<file path="src/rtl/corr_pkg.sv">
// Shared types and defaults for the correlator frame path.
// Used by the frame collector and the peak tracker.
package corr_pkg;

  localparam int DEF_DATA_W    = 16;
  localparam int DEF_FRAME_LEN = 2048;
  localparam int DEF_CNT_W     = 12;
  localparam int ACC_W         = DEF_DATA_W + DEF_CNT_W;

  typedef enum logic {
    S_WAIT = 1'b0,
    S_RUN  = 1'b1
  } state_e;

  typedef struct packed {
    logic [ACC_W-1:0]      acc;
    logic [DEF_DATA_W:0]   peak;
    logic [DEF_CNT_W-1:0]  idx;
    logic [DEF_CNT_W:0]    nsamp;
    logic                  len_err;
  } res_t;

endpackage

</file>
<file path="src/rtl/peak_tracker.sv">
// Magnitude peak search step: |x|, strict compare, index update.
// Ties keep the earliest index; index freezes when i_pos_ok is low.
module peak_tracker
  import corr_pkg::*;
#(
  parameter int DATA_W = DEF_DATA_W,
  parameter int CNT_W  = DEF_CNT_W
) (
  input  logic [DATA_W-1:0] i_smp,
  input  logic [DATA_W:0]   i_peak,
  input  logic [CNT_W-1:0]  i_idx,
  input  logic [CNT_W-1:0]  i_pos,
  input  logic              i_pos_ok,
  output logic [DATA_W:0]   o_abs,
  output logic [DATA_W:0]   o_peak,
  output logic [CNT_W-1:0]  o_idx
);

  logic [DATA_W:0] w_ext;
  logic            w_gt;

  // one extra bit so the most negative sample has a representable magnitude
  assign w_ext = {i_smp[DATA_W-1], i_smp};

  // magnitude and strict-greater update
  always_comb begin
    o_abs  = w_ext;
    if (w_ext[DATA_W])
      o_abs = ~w_ext + (DATA_W+1)'(1);
    w_gt   = (o_abs > i_peak);
    o_peak = w_gt ? o_abs : i_peak;
    o_idx  = (w_gt && i_pos_ok) ? i_pos : i_idx;
  end

endmodule

</file>
<file path="src/rtl/frame_collector.sv">
// Per-frame sum / peak / count collector on the frame_rst boundary.
// Closed frames are handed downstream over a valid/ready port.
module frame_collector
  import corr_pkg::*;
#(
  parameter int DATA_W    = DEF_DATA_W,
  parameter int FRAME_LEN = DEF_FRAME_LEN,
  parameter int CNT_W     = DEF_CNT_W
) (
  input  logic                    clk,
  input  logic                    rst_n,
  input  logic                    frame_rst,
  input  logic                    smp_valid,
  input  logic [DATA_W-1:0]       smp_data,
  output logic                    res_valid,
  input  logic                    res_ready,
  output logic [DATA_W+CNT_W-1:0] res_acc,
  output logic [DATA_W:0]         res_peak,
  output logic [CNT_W-1:0]        res_peak_idx,
  output logic [CNT_W:0]          res_nsamp,
  output logic                    res_len_err,
  output logic                    overrun
);

  localparam int SUM_W = DATA_W + CNT_W;

  state_e             r_state;
  logic [SUM_W-1:0]   r_acc;
  logic [DATA_W:0]    r_peak;
  logic [CNT_W-1:0]   r_idx;
  logic [CNT_W:0]     r_nsamp;
  logic [CNT_W:0]     r_cyc;

  logic [SUM_W-1:0]   w_ext;
  logic [DATA_W:0]    w_abs;
  logic [DATA_W:0]    w_peak;
  logic [CNT_W-1:0]   w_idx;
  logic               w_pos_ok;
  logic               w_close;

  assign w_ext    = {{(SUM_W-DATA_W){smp_data[DATA_W-1]}}, smp_data};
  assign w_pos_ok = ~r_nsamp[CNT_W];
  assign w_close  = frame_rst && (r_state == S_RUN);

  peak_tracker #(
    .DATA_W (DATA_W),
    .CNT_W  (CNT_W)
  ) u_peak (
    .i_smp    (smp_data),
    .i_peak   (r_peak),
    .i_idx    (r_idx),
    .i_pos    (r_nsamp[CNT_W-1:0]),
    .i_pos_ok (w_pos_ok),
    .o_abs    (w_abs),
    .o_peak   (w_peak),
    .o_idx    (w_idx)
  );

  // state machine and running frame registers
  always_ff @(posedge clk or negedge rst_n) begin
    if (!rst_n) begin
      r_state <= S_WAIT;
      r_acc   <= '0;
      r_peak  <= '0;
      r_idx   <= '0;
      r_nsamp <= '0;
      r_cyc   <= '0;
    end else if (frame_rst) begin
      r_state <= S_RUN;
      r_cyc   <= (CNT_W+1)'(1);
      r_idx   <= '0;
      if (smp_valid) begin
        r_acc   <= w_ext;
        r_peak  <= w_abs;
        r_nsamp <= (CNT_W+1)'(1);
      end else begin
        r_acc   <= '0;
        r_peak  <= '0;
        r_nsamp <= '0;
      end
    end else if (r_state == S_RUN) begin
      if (r_cyc != '1)
        r_cyc <= r_cyc + (CNT_W+1)'(1);
      if (smp_valid) begin
        r_acc  <= r_acc + w_ext;
        r_peak <= w_peak;
        r_idx  <= w_idx;
        if (r_nsamp != '1)
          r_nsamp <= r_nsamp + (CNT_W+1)'(1);
      end
    end
  end

  // result register, handshake and sticky overrun
  always_ff @(posedge clk or negedge rst_n) begin
    if (!rst_n) begin
      res_valid    <= 1'b0;
      res_acc      <= '0;
      res_peak     <= '0;
      res_peak_idx <= '0;
      res_nsamp    <= '0;
      res_len_err  <= 1'b0;
      overrun      <= 1'b0;
    end else if (w_close) begin
      res_valid    <= 1'b1;
      res_acc      <= r_acc;
      res_peak     <= r_peak;
      res_peak_idx <= r_idx;
      res_nsamp    <= r_nsamp;
      res_len_err  <= (r_cyc != (CNT_W+1)'(FRAME_LEN));
      if (res_valid && !res_ready)
        overrun <= 1'b1;
    end else if (res_valid && res_ready) begin
      res_valid <= 1'b0;
    end
  end

endmodule

</file>
<file path="config.mk">
export PLATFORM = sky130hd
export DESIGN_NAME = frame_collector
export DESIGN_NICKNAME = d
export VERILOG_FILES = /design/src/rtl/corr_pkg.sv /design/src/rtl/peak_tracker.sv /design/src/rtl/frame_collector.sv
export SDC_FILE = /design/constraint.sdc
export NUM_CORES = 1
export LEC_CHECK = 0
export CAP_MARGIN = 20
export CORE_MARGIN = 5
export CORE_UTILIZATION = 50
export DETAILED_ROUTE_END_ITERATION = 12
export PLACE_DENSITY_LB_ADDON = 0.15
export SLEW_MARGIN = 20
export SYNTH_ARGS = -nofsm -noshare
export SYNTH_HDL_FRONTEND = slang
export SYNTH_SLANG_ARGS = --single-unit
</file>
<file path="constraint.sdc">
create_clock -name clk -period 2.2 [get_ports clk]
set_input_delay 0.44 -clock clk [delete_from_list [all_inputs] [get_ports clk]]
set_output_delay 0.44 -clock clk [all_outputs]
set_load 0.005 [all_outputs]
</file>
== After elaboration in Yosys (flattened, before gate mapping) ==
Index checks and enable logic that the tools add are counted.
Word-level totals
  bits in latches: 0
  memories: 0
  output and inout port bits: 73
  register bits after elaboration: 157
  input port bits: 21
  logic and storage cells: 65
  RAM bits: 0
  bits in read-only memories: 0
Operators by class
  multipliers: 0
  bitwise operators: 2
  muxes and demuxes: 24
  shifts and indexed selects: 0
  add/sub/neg operators: 4
  equal/unequal tests: 3
  reductions and logical operators: 18
  div/mod/pow operators: 0
  magnitude comparators: 1
Operators by type and width (number)
  two-way mux 28 bit: 4
  two-way mux 17 bit: 6
  two-way mux 13 bit: 7
  two-way mux 12 bit: 4
  adder 28 bit: 1
  adder 13 x 1 -> 13 bit, second input constant: 2
  inequality test 13 bit, second input constant: 2
  adder 17 x 1 -> 17 bit, second input constant: 1
  > comparator 17 bit: 1
  NOT 17 bit: 1
  nonzero test 2 bit: 7
  inequality test 13 x 12 -> 1 bit, second input constant: 1
  AND reduction 3 bit: 3
  AND reduction 2 bit: 3
  logical AND 1 bit: 4
  two-way mux 1 bit: 3
  logical NOT 1 bit: 1
  NOT 1 bit: 1

== Logic depth before layout (Yosys ltp) ==
Gate-level depths: netlist of the first run.
  word-level depth: 9
  depth in mapped cells: 17
  gate-level depth less buffers: 15

== Hierarchy ==
From an unflattened synthesis of the first run, not the netlist that was laid out.
Second synthesis, totals
  cells, all modules: 945
  area, all modules: 9180.1 µm²
By module, submodules not included
  frame_collector: seq. area each 3928.8 µm², area an instance 8065.2 µm², cells an instance 805, times used 1
  peak_tracker: seq. area each 0.0 µm², area an instance 1114.8 µm², cells an instance 140, times used 1

== Least setup slack after synthesis of the first run ==
No wires, ideal clock.
  path type: input-to-reg
  start: input smp_data[10]
  end: register r_peak[11]
  arrival: 3.331 ns
  setup slack: -1.265 ns
  buffers on the path: 2
  required time: 2.066 ns
  cell stages on the path: 14
  library setup time: 0.134 ns
  cell sequence: or4_4 or4_1 o21ai_0 xnor2_1 ha_1 a21o_1 a21o_1 a21oi_1 o21ai_0 o21ai_1 buf_4 buf_2 mux2i_1 o21ai_0
On the way
  longest elaborated chain between the ends: 7
  elaborated cells on any way between the ends: 11
  those cells by class: add/sub: 1; order compare: 1; mux: 6; bitwise: 1; reduce/logical: 2
RTL lines
  start: declaration: RTL line frame_collector.sv:14  | input logic [DATA_W-1:0] smp_data,
  NOT 17 bit: RTL line peak_tracker.sv:29  | o_abs = ~w_ext + (DATA_W+1)'(1);
  adder 17 x 1 -> 17 bit: RTL line peak_tracker.sv:29
  two-way mux 17 bit (*): RTL line peak_tracker.sv:28  | if (w_ext[DATA_W])
  parallel branches: the longest is 4 deep, another holds > comparator 17 bit
  end signal: assignment: RTL line frame_collector.sv:74  | r_peak <= w_abs;
  end signal: assignment: RTL line frame_collector.sv:86  | r_peak <= w_peak;
  end: declaration: RTL line frame_collector.sv:29  | logic [DATA_W:0] r_peak;
Every way passes the cells marked *. The select of a mux whose other input is x is not followed.
A chain may end at the register's enable or synchronous reset.

== Worst setup path after layout of the first run ==
  start: input smp_data[2]
  end: register r_idx[7]
On the way
  longest elaborated chain between the ends: 7
RTL lines
  NOT 17 bit: RTL line peak_tracker.sv:29
  adder 17 x 1 -> 17 bit: RTL line peak_tracker.sv:29
  two-way mux 17 bit (*): RTL line peak_tracker.sv:28
  > comparator 17 bit (*): RTL line peak_tracker.sv:30  | w_gt = (o_abs > i_peak);
  logical AND 1 bit (*): RTL line peak_tracker.sv:32  | o_idx = (w_gt && i_pos_ok) ? i_pos : i_idx;
  nonzero test 2 bit (no line) (*)
  AND reduction 3 bit (no line) (*)
  end signal: assignment: RTL line frame_collector.sv:87  | r_idx <= w_idx;
  end: declaration: RTL line frame_collector.sv:30  | logic [CNT_W-1:0] r_idx;
Every way passes the cells marked *; elsewhere a longest branch is shown, timed or not.

==> flow_summary.html, run 1 <==
<table>
<tr><th>Metric</th><th>Value</th></tr>
<tr><th colspan="2">Floorplanning</th></tr>
<tr><td>Total Die Area</td><td>0.0201 mm2</td></tr>
<tr><td>Number of rows created at floorplan</td><td>48</td></tr>
<tr><td>Die Ht</td><td>142 um</td></tr>
<tr><td>Boundary Pins</td><td>94</td></tr>
<tr><td>Initial standard-cell utilization of the core</td><td>50.5%</td></tr>
<tr><td>Die X-Extent</td><td>142 um</td></tr>
<tr><td>Area of the core</td><td>0.0172 mm2</td></tr>
<tr><th colspan="2">Layout</th></tr>
<tr><td>Signed area change from the synthesized netlist to the final layout</td><td>46.6%</td></tr>
<tr><td>Antenna cells</td><td>0</td></tr>
<tr><td>Count of fill cells added during filler insertion</td><td>1220</td></tr>
<tr><td>Area of the multi-input gates</td><td>0.00511 mm2</td></tr>
<tr><td>Final std cells w/o fill</td><td>1371</td></tr>
<tr><td>Nets</td><td>1203</td></tr>
<tr><td>Post-route standard cell area excluding fillers</td><td>0.0127 mm2</td></tr>
<tr><td>Fraction of layout cells with a size suffix above 1</td><td>36.0%</td></tr>
<tr><td>FF/Latch Area</td><td>0.00393 mm2</td></tr>
<tr><td>Fin util</td><td>74.0%</td></tr>
<tr><th colspan="2">Synth</th></tr>
<tr><td>Netlist Area Pre-Place</td><td>0.00868 mm2</td></tr>
<tr><td>Share of cell area taken by muxes after synthesis</td><td>10.3%</td></tr>
<tr><td>Async set or reset register ratio after synthesis</td><td>100%</td></tr>
<tr><td>Flip-flop and latch count after synthesis</td><td>157</td></tr>
<tr><td>Area share of the leading cell type in the synthesized netlist</td><td>45.3%</td></tr>
<tr><td>Warning count from the yosys run</td><td>0</td></tr>
<tr><td>Leading cell type by number of instances after synthesis</td><td>dfrtp_1</td></tr>
<tr><td>Xor/xnor share of the synthesized area</td><td>5.65%</td></tr>
<tr><td>Per-instance average area after synthesis</td><td>10.2 um2</td></tr>
<tr><td>List of most frequent post-synthesis cells</td><td>dfrtp_1 (157), nand2_1 (85), o21ai_0 (66), nor2_1 (59), mux2_2 (53)</td></tr>
<tr><td>Top FF cell, synth</td><td>dfrtp_1</td></tr>
<tr><td>Post-synth EDFFs</td><td>0</td></tr>
<tr><td>Number of standard cells after synthesis</td><td>850</td></tr>
<tr><td>Leading cell types by total area after synthesis</td><td>dfrtp_1 (45%), ha_1 (6.9%), mux2_2 (6.9%), o21ai_0 (3.8%), nand2_1 (3.7%)</td></tr>
<tr><td>Post-synthesis compound-gate area fraction</td><td>15.6%</td></tr>
<tr><td>Post-Synth Simple-Gate Area</td><td>12.7%</td></tr>
<tr><td>Main combinational cell family by area after synthesis</td><td>compound AO/OA/AOI/OAI gates</td></tr>
<tr><td>Leading area contributor after synthesis</td><td>dfrtp_1</td></tr>
<tr><td>Part of the Yosys area used for sequential elements</td><td>45.3%</td></tr>
<tr><td>Post-Synth Adder-Cell Area</td><td>7.15%</td></tr>
<tr><td>Post-Synthesis Net Count</td><td>920</td></tr>
<tr><td>Count of cell types in the netlist</td><td>66</td></tr>
<tr><th colspan="2">Critical path</th></tr>
<tr><td>Family with the most delay on the worst path</td><td>compound AO/OA/AOI/OAI gates</td></tr>
<tr><td>RR Endpoint</td><td>r_acc[24]$_DFFE_PN0P_</td></tr>
<tr><td>Logic depth of the worst register-to-register path</td><td>12</td></tr>
<tr><td>Cells along the critical path</td><td>buf_6 -&gt; or3_4 -&gt; nor2_4 -&gt; nand2_2 -&gt; or2_4 -&gt; o41ai_4 -&gt; xnor2_2 -&gt; ha_1 -&gt; a21o_1 -&gt; a21o_1 -&gt; a21oi_2 -&gt; o21ai_2 -&gt; o21ai_2 -&gt; buf_6 -&gt; nor2_4 -&gt; buf_12 -&gt; mux2i_2 -&gt; nor2_1</td></tr>
<tr><td>Endpoint required time on the critical path</td><td>2.52 ns</td></tr>
<tr><td>Critical path fanouts, max</td><td>7</td></tr>
<tr><td>Reg2Reg Setup Slack</td><td>-0.59 ns</td></tr>
<tr><td>Buffers &amp; Inverters on Critical Path</td><td>3</td></tr>
<tr><td>Slowest cell on the critical path</td><td>or3_4</td></tr>
<tr><td>Logic depth of the worst path, buffers included</td><td>18</td></tr>
<tr><td>Largest stage delay, worst path</td><td>0.40 ns</td></tr>
<tr><td>Launching element of the worst setup path</td><td>smp_data[2]</td></tr>
<tr><td>Worst Setup End Kind</td><td>flip-flop</td></tr>
<tr><td>Data arrival at the endpoint of the critical path</td><td>3.54 ns</td></tr>
<tr><td>Launching element type of the critical path</td><td>primary input</td></tr>
<tr><td>CP Capture Point</td><td>r_idx[7]$_DFFE_PN0P_</td></tr>
<tr><td>Type of the setup path with the least slack</td><td>primary input to flip-flop</td></tr>
<tr><td>Source of the worst register-to-register timing path</td><td>r_acc[0]$_DFFE_PN0P_</td></tr>
<tr><th colspan="2">Power and ir drop</th></tr>
<tr><td>Internal power</td><td>7.53 mW</td></tr>
<tr><td>Worst-case vdd ir drop</td><td>0.000724 V</td></tr>
<tr><td>Overall power after layout</td><td>11.3 mW</td></tr>
<tr><td>Switching share of power</td><td>33.1%</td></tr>
<tr><td>Sequential Power Share</td><td>31.8%</td></tr>
<tr><td>Switching component of the power</td><td>3.73 mW</td></tr>
<tr><td>Clock group share of total power</td><td>26.6%</td></tr>
<tr><td>Ratio of total power to cell area</td><td>885 mW/mm2</td></tr>
<tr><td>Relative contribution of combinational cells to total power</td><td>41.7%</td></tr>
<tr><td>Standby leakage power</td><td>5.89 nW</td></tr>
<tr><th colspan="2">STA</th></tr>
<tr><td>Total Neg Setup Slack</td><td>-34.57 ns</td></tr>
<tr><td>Final period util</td><td>146%</td></tr>
<tr><td>Final count of pins violating max slew</td><td>0</td></tr>
<tr><td>Final hold slack</td><td>0.391 ns</td></tr>
<tr><td>Largest clock skew in the final design</td><td>0.0113 ns</td></tr>
<tr><td>Max Freq</td><td>0.311 GHz</td></tr>
<tr><td>Final setup fails</td><td>51</td></tr>
<tr><td>Worst rel slew slack</td><td>62.1%</td></tr>
<tr><td>Unrepaired setup endpoints after global routing</td><td>yes</td></tr>
<tr><td>Slew @ Worst Pin</td><td>0.562 ns</td></tr>
<tr><td>Tmin final</td><td>3.22 ns</td></tr>
<tr><td>Hold Violations, Final</td><td>0</td></tr>
<tr><td>Final worst slack</td><td>-1.02 ns</td></tr>
<tr><th colspan="2">Placed design</th></tr>
<tr><td>Count of input and output buffers</td><td>93</td></tr>
<tr><td>Post-placement worst setup slack</td><td>-1.79 ns</td></tr>
<tr><td>DP HPWL</td><td>16500 um</td></tr>
<tr><td>Total cell area at the placement stage</td><td>0.0114 mm2</td></tr>
<tr><td>Final estimated routing congestion in global placement</td><td>0.896</td></tr>
<tr><td>Total placed cells including tap cells</td><td>1317</td></tr>
<tr><th colspan="2">Run status</th></tr>
<tr><td>Violated checks</td><td>negative setup slack</td></tr>
<tr><td>Status</td><td>complete, but fails checks</td></tr>
<tr><th colspan="2">GRT</th></tr>
<tr><td>First-pass GRT wire length</td><td>39200 um</td></tr>
<tr><td>Sum of overflow across all layers after global routing</td><td>0</td></tr>
<tr><td>Vias in the first global route</td><td>7772</td></tr>
<tr><td>Initial antenna violation count</td><td>0</td></tr>
<tr><td>Largest net degree at the start of global routing</td><td>42</td></tr>
<tr><td>Total global-route track usage</td><td>24.3%</td></tr>
<tr><th colspan="2">Drt</th></tr>
<tr><td>DR vias</td><td>7463</td></tr>
<tr><td>Routed Wire Length</td><td>23800 um</td></tr>
<tr><td>Number of search-and-repair iterations in the first detailed-routing pass</td><td>6</td></tr>
<tr><td>Detailed-route wire length per cell</td><td>17.3 um</td></tr>
<tr><td>Starting DRC count in detailed routing</td><td>344</td></tr>
<tr><td>Post-detailed-route DRC marker count</td><td>0</td></tr>
<tr><td>Antenna-violating nets left</td><td>0</td></tr>
<tr><td>Via density per instance</td><td>5.44</td></tr>
<tr><th colspan="2">CTS</th></tr>
<tr><td>Clock transition at the register clock pins on the worst setup and hold paths after CTS</td><td>0.07 ns</td></tr>
<tr><td>Number of buffers on the longest clock path</td><td>2</td></tr>
<tr><td>CTS Buf Count</td><td>17</td></tr>
<tr><td>Clock latency of the later-clocked register in the worst-skew pair</td><td>0.44 ns</td></tr>
<tr><td>Number of H-tree branching levels</td><td>4</td></tr>
<tr><td>Clock net sink count</td><td>157</td></tr>
<tr><td>Clock tree from TritonCTS</td><td>done</td></tr>
<tr><td>Master cell of the clock root buffer</td><td>clkbuf_16</td></tr>
<tr><th colspan="2">Hold path</th></tr>
<tr><td>Min-delay worst type</td><td>primary input to flip-flop</td></tr>
<tr><th colspan="2">Job</th></tr>
<tr><td>Max-cap violations</td><td>0</td></tr>
</table>
==> state kept, by name (all words and copies together) (netlist names) <==
name and cells:
r_acc 28, res_acc 28, r_peak 17, res_peak 17, r_cyc 13, r_nsamp 13
res_nsamp 13, r_idx 12, res_peak_idx 12, overrun 1, r_state 1, res_len_err 1
res_valid 1
==> worst register-to-register path, stage by stage, from the launching register on <==
cell	delay (ns)
dfrtp_1	0.41
ha_4	0.18
inv_2	0.05
fa_2	0.20
and2b_2	0.25
o211ai_1	0.27
a21boi_2	0.14
a211oi_4	0.30
o21ai_2	0.15
a221o_1	0.36
a21oi_2	0.13
xor2_1	0.16
o31ai_1	0.08
==> metal layers <==
| layer | share of wire (%) | up-vias | global-route usage (%) |
|---|---|---|---|
| li1 | - | 3601 | - |
| met1 | 43 | 3643 | 31.3 |
| met2 | 51 | 173 | 41.3 |
| met5 | 0 | - | 0 |
| met3 | 4.0 | 46 | 4.42 |
| met4 | 2.2 | 0 | 8.38 |
==> power groups by stage <==
stage,Clock [mW],Combinational [mW],Sequential [mW]
after floorplan,0,2.01,3.58
after global placement,0,3.87,3.59
after detailed placement,0,3.94,3.60
after CTS,3.03,4.50,3.58
after global routing,3.15,5.06,3.64
final,2.99,4.69,3.58
==> final cells by class <==
type	count	area share (%)
multi-input combinational	626	40.2
clock inverter	14	1.26
tap	225	2.21
clock buffer	18	3.37
sequential	157	30.9
inverter	26	0.767
timing repair buffer	305	21.3
==> worst min-delay path by stage <==
stage / startpoint / end / cells past startpoint
2_1_floorplan: rst_n / overrun$_DFFE_PN0P_ / 0
3_3_place_gp: rst_n / res_peak[3]$_DFFE_PN0P_ / 1
3_5_place_dp: rst_n / res_peak[3]$_DFFE_PN0P_ / 1
4_1_cts: smp_data[9] / r_acc[9]$_DFFE_PN0P_ / 4
5_1_grt: smp_data[9] / r_acc[9]$_DFFE_PN0P_ / 4
6_report: smp_data[9] / r_acc[9]$_DFFE_PN0P_ / 4
==> placed cells by master, fill, tap and decap left out, types with 6 or more instances in the layout <==
master / count
a21o_1: 17
mux2i_1: 27
buf_12: 8
ha_4: 19
a21oi_2: 11
nor2_1: 54
inv_6: 6
xnor2_1: 25
a22o_1: 15
dfrtp_1: 157
o21bai_1: 6
clkdlybuf4s50_1: 76
and3_1: 11
nand2_1: 81
ha_1: 27
a21oi_1: 36
o21ai_1: 21
o21ai_2: 12
nand3_1: 18
buf_4: 178
buf_2: 6
nand2b_1: 6
inv_1: 24
nand4_1: 13
xnor2_2: 7
o21a_1: 11
buf_6: 28
clkbuf_16: 17
o21ai_0: 38
xor2_1: 23
mux2_2: 53
==> repair_timing <==
action / in CTS / in global routing
endpoints found under the setup margin: 52 / 52
endpoints found under the hold margin: 36 / 0
pin swaps: 76 / 59
resized for setup: 139 / 33
hold buffers: 1 / 0
gates cloned: 1 / 0
buffers inserted: 17 / 13
==> kinds of logic (layout without fill, tap and decap cells) <==
group                    after synthesis  in the layout
XOR/XNOR                              56             56
AND/OR/NAND/NOR                      231            231
flip-flops                           157            157
buffers and inverters                 67            363
multiplexers                          83             83
other                                  1              1
AO/OA/AOI/OAI                        206            206
adder cells (fa/ha/maj)               49             49
(Power assumes the default switching activity.)
==> run 2, diff against run 1 <==
- ABC_CLOCK_PERIOD_IN_PS: unset -> 2200
==> results of run 2 <==
Same layout as run 1: the final DEF is identical, and so are final timing and power.
